### src/rtl/regbus_sequencer_pkg.sv
// regbus_sequencer_pkg: command and sequencer state encodings shared by the register/bus unit and its bench
package regbus_sequencer_pkg;
  typedef enum logic [1:0] {
    OP_MV   = 2'b00,
    OP_MVI  = 2'b01,
    OP_SWAP = 2'b10,
    OP_CLR  = 2'b11
  } op_e;
  typedef enum logic [1:0] {
    S_IDLE = 2'b00,
    S_T1   = 2'b01,
    S_T2   = 2'b10,
    S_T3   = 2'b11
  } state_e;
endpackage

### src/rtl/regbus_sequencer_if.sv
// regbus_sequencer_if: command handshake (run/ready/op/rx/ry/din) plus results (done/bus/regs); master drives commands, slave is the unit
interface regbus_sequencer_if #(
  parameter int WIDTH = 8,
  parameter int NREGS = 4,
  parameter int AW    = $clog2(NREGS)
);
  logic                   run;
  logic                   ready;
  logic [1:0]             op;
  logic [AW-1:0]          rx;
  logic [AW-1:0]          ry;
  logic [WIDTH-1:0]       din;
  logic                   done;
  logic [WIDTH-1:0]       bus;
  logic [NREGS*WIDTH-1:0] regs;
  modport master (output run, op, rx, ry, din, input ready, done, bus, regs);
  modport slave  (input run, op, rx, ry, din, output ready, done, bus, regs);
endinterface

### src/rtl/regbus_sequencer_reg_en_ar.sv
// reg_en_ar: WIDTH-bit register loading d_i when en_i is high, async active-high clear on rst; ports clk, rst, en_i, d_i -> q_o
module reg_en_ar #(
  parameter int WIDTH = 8
) (
  input  logic             clk,
  input  logic             rst,
  input  logic             en_i,
  input  logic [WIDTH-1:0] d_i,
  output logic [WIDTH-1:0] q_o
);
  logic [WIDTH-1:0] q_q;
  always_ff @(posedge clk or posedge rst)
    if (rst) q_q <= '0;
    else if (en_i) q_q <= d_i;
  assign q_o = q_q;
endmodule

### src/rtl/regbus_sequencer.sv
// regbus_sequencer: NREGS x WIDTH register file on one shared bus with a MV/MVI/SWAP/CLR sequencer; ports clk, rst, bus_if (slave: run/op/rx/ry/din in, ready/done/bus/regs out)
module regbus_sequencer
  import regbus_sequencer_pkg::*;
#(
  parameter int WIDTH = 8,
  parameter int NREGS = 4,
  parameter int AW    = $clog2(NREGS)
) (
  input logic               clk,
  input logic               rst,
  regbus_sequencer_if.slave bus_if
);
  state_e           state_q, state_d;
  op_e              op_q, op_d;
  logic [AW-1:0]    rx_q, rx_d, ry_q, ry_d;
  logic [WIDTH-1:0] r [NREGS];
  logic [WIDTH-1:0] t_q, bus;
  logic             accept, swap, wr_en, t_en;
  logic [AW-1:0]    wr_idx;
  always_comb begin
    accept  = state_q == S_IDLE && bus_if.run;
    swap    = op_q == OP_SWAP;
    op_d    = accept ? op_e'(bus_if.op) : op_q;
    rx_d    = accept ? bus_if.rx : rx_q;
    ry_d    = accept ? bus_if.ry : ry_q;
    state_d = state_q == S_IDLE ? (bus_if.run ? S_T1 : S_IDLE) :
              state_q == S_T1   ? (swap ? S_T2 : S_IDLE) :
              state_q == S_T2   ? S_T3 : S_IDLE;
    bus     = state_q == S_T1 ? (op_q == OP_MV  ? r[ry_q] :
                                 op_q == OP_MVI ? bus_if.din :
                                 swap           ? r[rx_q] : '0) :
              state_q == S_T2 ? r[ry_q] :
              state_q == S_T3 ? t_q : '0;
    t_en    = state_q == S_T1 && swap;
    wr_en   = (state_q == S_T1 && !swap) || state_q == S_T2 || state_q == S_T3;
    wr_idx  = state_q == S_T3 ? ry_q : rx_q;
  end
  always_ff @(posedge clk or posedge rst)
    if (rst) begin
      state_q <= S_IDLE;
      op_q    <= OP_MV;
      rx_q    <= '0;
      ry_q    <= '0;
    end else begin
      state_q <= state_d;
      op_q    <= op_d;
      rx_q    <= rx_d;
      ry_q    <= ry_d;
    end
  reg_en_ar #(.WIDTH(WIDTH)) u_t (
    .clk (clk),
    .rst (rst),
    .en_i(t_en),
    .d_i (bus),
    .q_o (t_q)
  );
  for (genvar i = 0; i < NREGS; i++) begin : g_reg
    reg_en_ar #(.WIDTH(WIDTH)) u_r (
      .clk (clk),
      .rst (rst),
      .en_i(wr_en && wr_idx == AW'(i)),
      .d_i (bus),
      .q_o (r[i])
    );
    assign bus_if.regs[i*WIDTH +: WIDTH] = r[i];
  end
  assign bus_if.bus   = bus;
  assign bus_if.ready = state_q == S_IDLE;
  assign bus_if.done  = (state_q == S_T1 && !swap) || state_q == S_T3;
endmodule

### src/flat_wrapper.sv
// flat-port wrapper written by rule: the top's interface ports become plain ports
module regbus_sequencer_flat import regbus_sequencer_pkg::*;
#(
  parameter int WIDTH = 8,
  parameter int NREGS = 4,
  parameter int AW    = $clog2(NREGS)
)
  (clk, rst, bus_if_run, bus_if_op, bus_if_rx, bus_if_ry, bus_if_din, bus_if_ready, bus_if_done, bus_if_bus, bus_if_regs);
  regbus_sequencer_if #(.WIDTH(WIDTH), .NREGS(NREGS), .AW(AW)) bus_if_i ();
  input logic clk;
  input logic rst;
  input wire logic [$bits(bus_if_i.run)-1:0] bus_if_run;
  input wire logic [$bits(bus_if_i.op)-1:0] bus_if_op;
  input wire logic [$bits(bus_if_i.rx)-1:0] bus_if_rx;
  input wire logic [$bits(bus_if_i.ry)-1:0] bus_if_ry;
  input wire logic [$bits(bus_if_i.din)-1:0] bus_if_din;
  output wire logic [$bits(bus_if_i.ready)-1:0] bus_if_ready;
  output wire logic [$bits(bus_if_i.done)-1:0] bus_if_done;
  output wire logic [$bits(bus_if_i.bus)-1:0] bus_if_bus;
  output wire logic [$bits(bus_if_i.regs)-1:0] bus_if_regs;
  assign bus_if_i.run = bus_if_run;
  assign bus_if_i.op = bus_if_op;
  assign bus_if_i.rx = bus_if_rx;
  assign bus_if_i.ry = bus_if_ry;
  assign bus_if_i.din = bus_if_din;
  assign bus_if_ready = bus_if_i.ready;
  assign bus_if_done = bus_if_i.done;
  assign bus_if_bus = bus_if_i.bus;
  assign bus_if_regs = bus_if_i.regs;
  regbus_sequencer #(.WIDTH(WIDTH), .NREGS(NREGS), .AW(AW)) u_core (.clk(clk), .rst(rst), .bus_if(bus_if_i));
endmodule
### config.mk
export PLATFORM = sky130hd
export DESIGN_NAME = regbus_sequencer_flat
export DESIGN_NICKNAME = d
export VERILOG_FILES = /design/src/rtl/regbus_sequencer_pkg.sv /design/src/rtl/regbus_sequencer_if.sv /design/src/rtl/regbus_sequencer_reg_en_ar.sv /design/src/rtl/regbus_sequencer.sv /design/src/flat_wrapper.sv
export SDC_FILE = /design/constraint.sdc
export NUM_CORES = 1
export LEC_CHECK = 0
export ABC_AREA = 1
export CAP_MARGIN = 20
export CORE_AREA = 2 2 89 91
export CTS_CLUSTER_SIZE = 20
export DETAILED_ROUTE_END_ITERATION = 16
export DIE_AREA = 0 0 91 93
export DONT_BUFFER_PORTS = 1
export GPL_TIMING_DRIVEN = 0
export SKIP_CTS_REPAIR_TIMING = 1
export SYNTH_ARGS = -nofsm -noshare
export SYNTH_HDL_FRONTEND = slang
export SYNTH_SLANG_ARGS = --single-unit
### constraint.sdc
create_clock -name clk -period 1.2 [get_ports clk]
set_clock_uncertainty 0.05 [all_clocks]
set_input_delay 0.12 -clock clk [delete_from_list [all_inputs] [get_ports clk]]
set_output_delay 0.12 -clock clk [all_outputs]
set_load 0.005 [all_outputs]
==> results of run 1 <==
## worst max-delay path: stages, from the launching register on
cell,delay [ps]
dfrtp_2,430
buf_8,170
clkinv_8,70
buf_4,130
nand2_1,50
nand3_1,120
nand3_1,110
nand3_1,90
nand2_2,90
nand2_4,90
## final cells by class
type                            instances  area (sq um)
Inverter                               53           259
Multi-Input combinational cell        333          1780
Tap cell                              102           128
Sequential cell                        48          1210
Clock buffer                            8          90.1
Fill cell                             747          3540
Timing Repair Buffer                   34           404
Timing Repair inverter                  1          8.76
Buffer                                 10           106
## synthesized netlist by cell type, drive strengths merged
master    n
inv      52
nand2   248
nand3    46
o21ai    14
a21oi     6
nor2     17
clkinv    1
buf      10
dfrtp    48
mux2      1
## cells in the final DEF, fill, tap and decap left out
cell,n
inv_1,34
dlygate4sd3_1,7
nand3_4,7
buf_4,14
clkbuf_8,6
mux2_2,1
o21ai_1,8
clkbuf_1,2
inv_2,8
clkinvlp_4,2
clkbuf_16,3
nand2_4,11
buf_6,12
a21oi_1,4
nor2_1,10
inv_6,6
clkinv_8,1
nor2_4,4
o21ai_4,2
clkinv_4,1
dfrtp_2,4
nand3_1,26
o21ai_2,4
nand2_1,195
buf_12,3
inv_4,1
buf_8,4
dfrtp_1,44
a21oi_2,2
nor2_2,3
inv_8,1
buf_2,1
nand3_2,14
nand2_2,41
nand2_8,1
## layer usage
metal	vias up	track usage, %	routed length, um
met5	-	0	0
met4	0	8.59	174
met3	12	4.67	670
met2	128	33.3	4970
met1	1498	30.0	4370
li1	1442	-	-
## sequential cells by signal (all words and copies together), names as in the netlist, named ones only
signal            cells
u_core.ry_q           2
u_core.u_t.q_o        8
u_core.state_q        1
u_core.g.u_r.q_o     32
u_core.rx_q           2
u_core.op_q           2
## power by group
group	internal (W)	leakage [nW]	total, W	switching [W]
clock	0.000472	0.0455	0.00105	0.000580
sequential	0.00224	0.625	0.00307	0.000833
combinational	0.00276	1.36	0.00717	0.00441
total	0.00547	2.03	0.0113	0.00582
## stage by stage
step	power [W]	utilization [%]	setup WS, ps
finish	0.0113	52.9	-634
global route	0.0120	52.9	-706
detailed placement	0.00783	41.0	-536
global placement	0.00770	41.0	-496
CTS	0.00888	42.2	-810
floorplan	0.00642	-	-115
## cell families (layout without fill, tap and decap cells)
logic type / count (synthesis) / in the layout
buffers and inverters: 63 / 106
AND/OR/NAND/NOR: 311 / 312
multiplexers: 1 / 1
AO/OA/AOI/OAI: 20 / 20
flip-flops: 48 / 48
## worst max-delay path by stage
| stage | start | endpoint | slack (ps) | depth (start not counted) |
|---|---|---|---|---|
| after floorplan | u_core.ry_q[0] | u_core.u_t.q_o[6] | -120 | 11 |
| after global placement | u_core.op_q[1] | u_core.g_reg[0].u_r.q_o[4] | -500 | 7 |
| after detailed placement | u_core.op_q[1] | u_core.u_t.q_o[4] | -540 | 7 |
| after CTS | u_core.op_q[1] | bus_if_bus[4] | -810 | 5 |
| after global routing | u_core.ry_q[0] | bus_if_bus[2] | -710 | 9 |
| final | u_core.ry_q[0] | bus_if_bus[5] | -630 | 9 |
==> results.cfg, run 1 <==
[run_status]
status = finished, violations left
violations = negative setup slack

[clock_tree]
clk_path_buf_depth = 2
cts_tree = yes
clock_latency_ps = 310
numCtsBuffers = 5
cts_htree_levels = 2
cts-root-buf = clkbuf_8
numClockSinks = 48
clk_pin_slew_ps = 90

[place]
portBuffers = 0
placed_cell_area_sq_um = 3080
hpwlAfterDp_um = 6330
dp.cells = 545
gp_congestion = 0.908

[finish]
final_nets = 503
fin_area_sq_um = 3990
diodes = 0
layoutNonFillerInstCount = 589
drive_gt1_share_pct = 32.2
area_delta_synth_final_pct = 35.9

[setup_path]
endpoint_kind = primary output
path_max_fanout = 6
critPathKind = reg -> out
cp.required_ps = 1030
rrSetupSlack_ps = -570
startpoint_type = flip-flop
r2r_start = u_core.ry_q[0]
reg2reg_to = u_core.g_reg[2].u_r.q_o[5]
crit_arrival_ps = 1660
rr_worst_depth = 8

[synthesis]
synth_top_family_by_area = simple AND/OR/NAND/NOR gates
muxShareOfSynthArea_pct = 0.384
avgSynthCellArea_sq_um = 6.62
synth-xor-area-share_pct = 0
synth_cell_types = 20
synth-seq-cells = 48
synth_simple_gate_area_share_pct = 44.8
yosys.area_share.adder_pct = 0
yosysTopAreaCell = dfrtp_1
syn_inst = 443
yosysWarningCount = 0
synth-compound-area-share_pct = 4.18
syn-cell-area_sq_um = 2930
synth_seq_area_share_pct = 41.0
yosysTopAreaCellShare_pct = 41.0
syn_nets = 460
yosys-top-cells-area = dfrtp_1 41%, nand2_1 30%, nand3_1 7.2%, inv_1 5.0%, nand3_4 2.4%

[power_and_ir_drop]
power_leakage_nw = 2.03
power_density_nw_per_um2 = 2830
ir_drop_v = 0.00107

[floorplanning]
die-area_sq_um = 8460
start_util_pct = 38.9
core_sq_um = 7530
die_x_um = 91
die_h_um = 93
ios = 59
std_cell_rows = 32

[detailed_routing]
num_vias = 3080
ant_nets = 0
drc = 0
wl_um = 10200
detailedRoute.firstPassIterationCount = 5
wl_per_cell_um = 17.3
drtIter0Drc = 215
vias_per_cell = 5.23

[timing]
setup_violations = 50
min_period_over_period_pct = 153
setup_ws_ps = -634
drv_slew = 0
rsz0062_at_grt = yes
timing.hold.ws_ps = 0.253
worst_pin_slew_ps = 274
hold_viol_final = 0
fmax_mhz = 545
tns_ps = -24790
timing.final.crit_period_ps = 1830
slew_headroom_pct = 81.7

[job]
cap_violations = 0

[hold_path]
min_from = bus_if_run
hold_path_class = in -> reg
hold_path_end = u_core.ry_q[0]
whs_path_depth = 3

[grt]
grt_max_degree = 49
gr-total-overflow = 0
grt_first_pass_wirelength_um = 13900
grt_pass1_vias = 2548
antenna_found_initial = 0
grt_usage_pct = 21.7
Note: power is estimated with default switching activity, not from simulation.
==> run 2: changes to the inputs <==
Settings changed: CTS_BUF_LIST set to sky130_fd_sc_hd__clkbuf_16.
==> results.cfg, run 2 (synthesis results as in run 1) <==
[place]
gp_congestion = 0.908
portBuffers = 0
dp.cells = 545
hpwlAfterDp_um = 6330
place_ws_ps = -536

[setup_path]
endpoint_kind = flip-flop
path_max_fanout = 8
max_stage_delay_ps = 450
cp_slowest_cell = dfrtp_2
crit_family = buffers and inverters
r2r_start = u_core.ry_q[0]
startpoint_type = flip-flop
critPathKind = reg -> reg
crit_arrival_ps = 1940
crit_chain = buf_8 > buf_4 > buf_4 > o21ai_4 > inv_2 > nand3_4 > inv_6 > nand2_1 > nand2_1
cp.required_ps = 1330
worst-path-buf-inv = 5
crit_start = u_core.ry_q[0]

[detailed_routing]
wl_um = 10600
vias_per_cell = 5.33
drtIter0Drc = 223
wl_per_cell_um = 17.9
detailedRoute.firstPassIterationCount = 5
drc = 0
ant_nets = 0
num_vias = 3142

[timing]
hold_viol_final = 0
setup_violations = 57
drv_slew = 0
worst_pin_slew_ps = 345
setup_ws_ps = -617
fmax_mhz = 550
rsz0062_at_grt = yes
min_period_over_period_pct = 151
slew_headroom_pct = 76.9
timing.final.crit_period_ps = 1820

[floorplanning]
die_x_um = 91
start_util_pct = 38.9
std_cell_rows = 32
ios = 59
die-area_sq_um = 8460
die_h_um = 93
core_sq_um = 7530

[finish]
largest_register_ffs = 32
mostFrequentLayoutCells = 195 x nand2_1, 44 x dfrtp_1, 39 x nand2_2
layout_commonest_cell = nand2_1
diodes = 0
area_delta_synth_final_pct = 39.0
final_nets = 504
nFillCells = 729
drive_gt1_share_pct = 32.6
layoutNonFillerInstCount = 590

[hold_path]
hold_path_class = in -> reg
min_from = bus_if_run

[power_and_ir_drop]
ir_drop_v = 0.00118
power_leakage_nw = 2.09
finalPower_w = 0.0119
power_density_nw_per_um2 = 2910

[clock_tree]
cts-root-buf = clkbuf_16
clock_latency_ps = 290
numClockSinks = 48
cts_htree_levels = 2
numCtsBuffers = 5
clk_path_buf_depth = 2
cts_tree = yes
clk_pin_slew_ps = 70

[grt]
grt_max_degree = 49
antenna_found_initial = 0
gr-total-overflow = 0
grt_first_pass_wirelength_um = 14000
grt_usage_pct = 21.7
grt_pass1_vias = 2588

[run_status]
status = finished, violations left
violations = negative setup slack

[job]
cap_violations = 0
-- run 2: changes by cell type in the layout (fill, tap and decap cells not counted), sizes merged --
cell | before | now
buf | 34 | 33
clkbuf | 11 | 8
clkinv | 2 | 3
inv | 50 | 52
nand2 | 248 | 249
nand3 | 47 | 48
-- run 2: path summary, 6_finish.rpt --
path | endpoint | slack [ps] | cells past startpoint
max | u_core.g_reg[1].u_r.q_o[7] | -620 | 9
min | u_core.ry_q[0] | 10 | 3
max reg2reg | u_core.g_reg[1].u_r.q_o[7] | -620 | 9
min reg2reg | u_core.u_t.q_o[3] | 430 | 2
max in group asynchronous | async pin | 390 | 3
min in group asynchronous | u_core.g_reg[0].u_r.q_o[4] | 200 | 2
-- run 2: metrics by stage --
stage                     setup TNS, ps  hold slack (ps)  util, %  instance area, sq um
final                            -26350             12.0     54.1                  4080
after global routing             -29220             27.6     54.1                  4080
after CTS                        -25380            -64.7     42.8                  3220
after detailed placement         -21580              232     41.0                  3080
after global placement           -20300              225     41.0                  3080
after floorplan                   -4520             99.7        -                  2960
-- run 2: cell type report --
type | instances | area, sq um | share of cell area (%)
clock buffers | 5 | 125 | 3.07
flip-flops and latches | 48 | 1210 | 29.6
multi-input cells | 335 | 1830 | 44.9
repair buffers | 33 | 400 | 9.82
repair inverters | 1 | 8.76 | 0.215
inverters | 53 | 259 | 6.36
plain buffers | 10 | 106 | 2.61
clock inverters | 3 | 11.3 | 0.276
well taps | 102 | 128 | 3.13
-- run 2: power by group --
part	switching (W)	internal [W]
clock network	0.000605	0.000752
logic	0.00464	0.00281
registers	0.000825	0.00224
total	0.00607	0.00580
-- run 2: routing by layer --
layer  track usage, %  wire length [um]
met1             30.0              4370
met2             33.3              5060
met3             4.67               825
met4             8.96               315
met5                0                 0
-- run 2: tightest hold or removal path, stage by stage --
cell	delay (ps)
nand2_4	50
nor2_1	50
a21oi_2	90
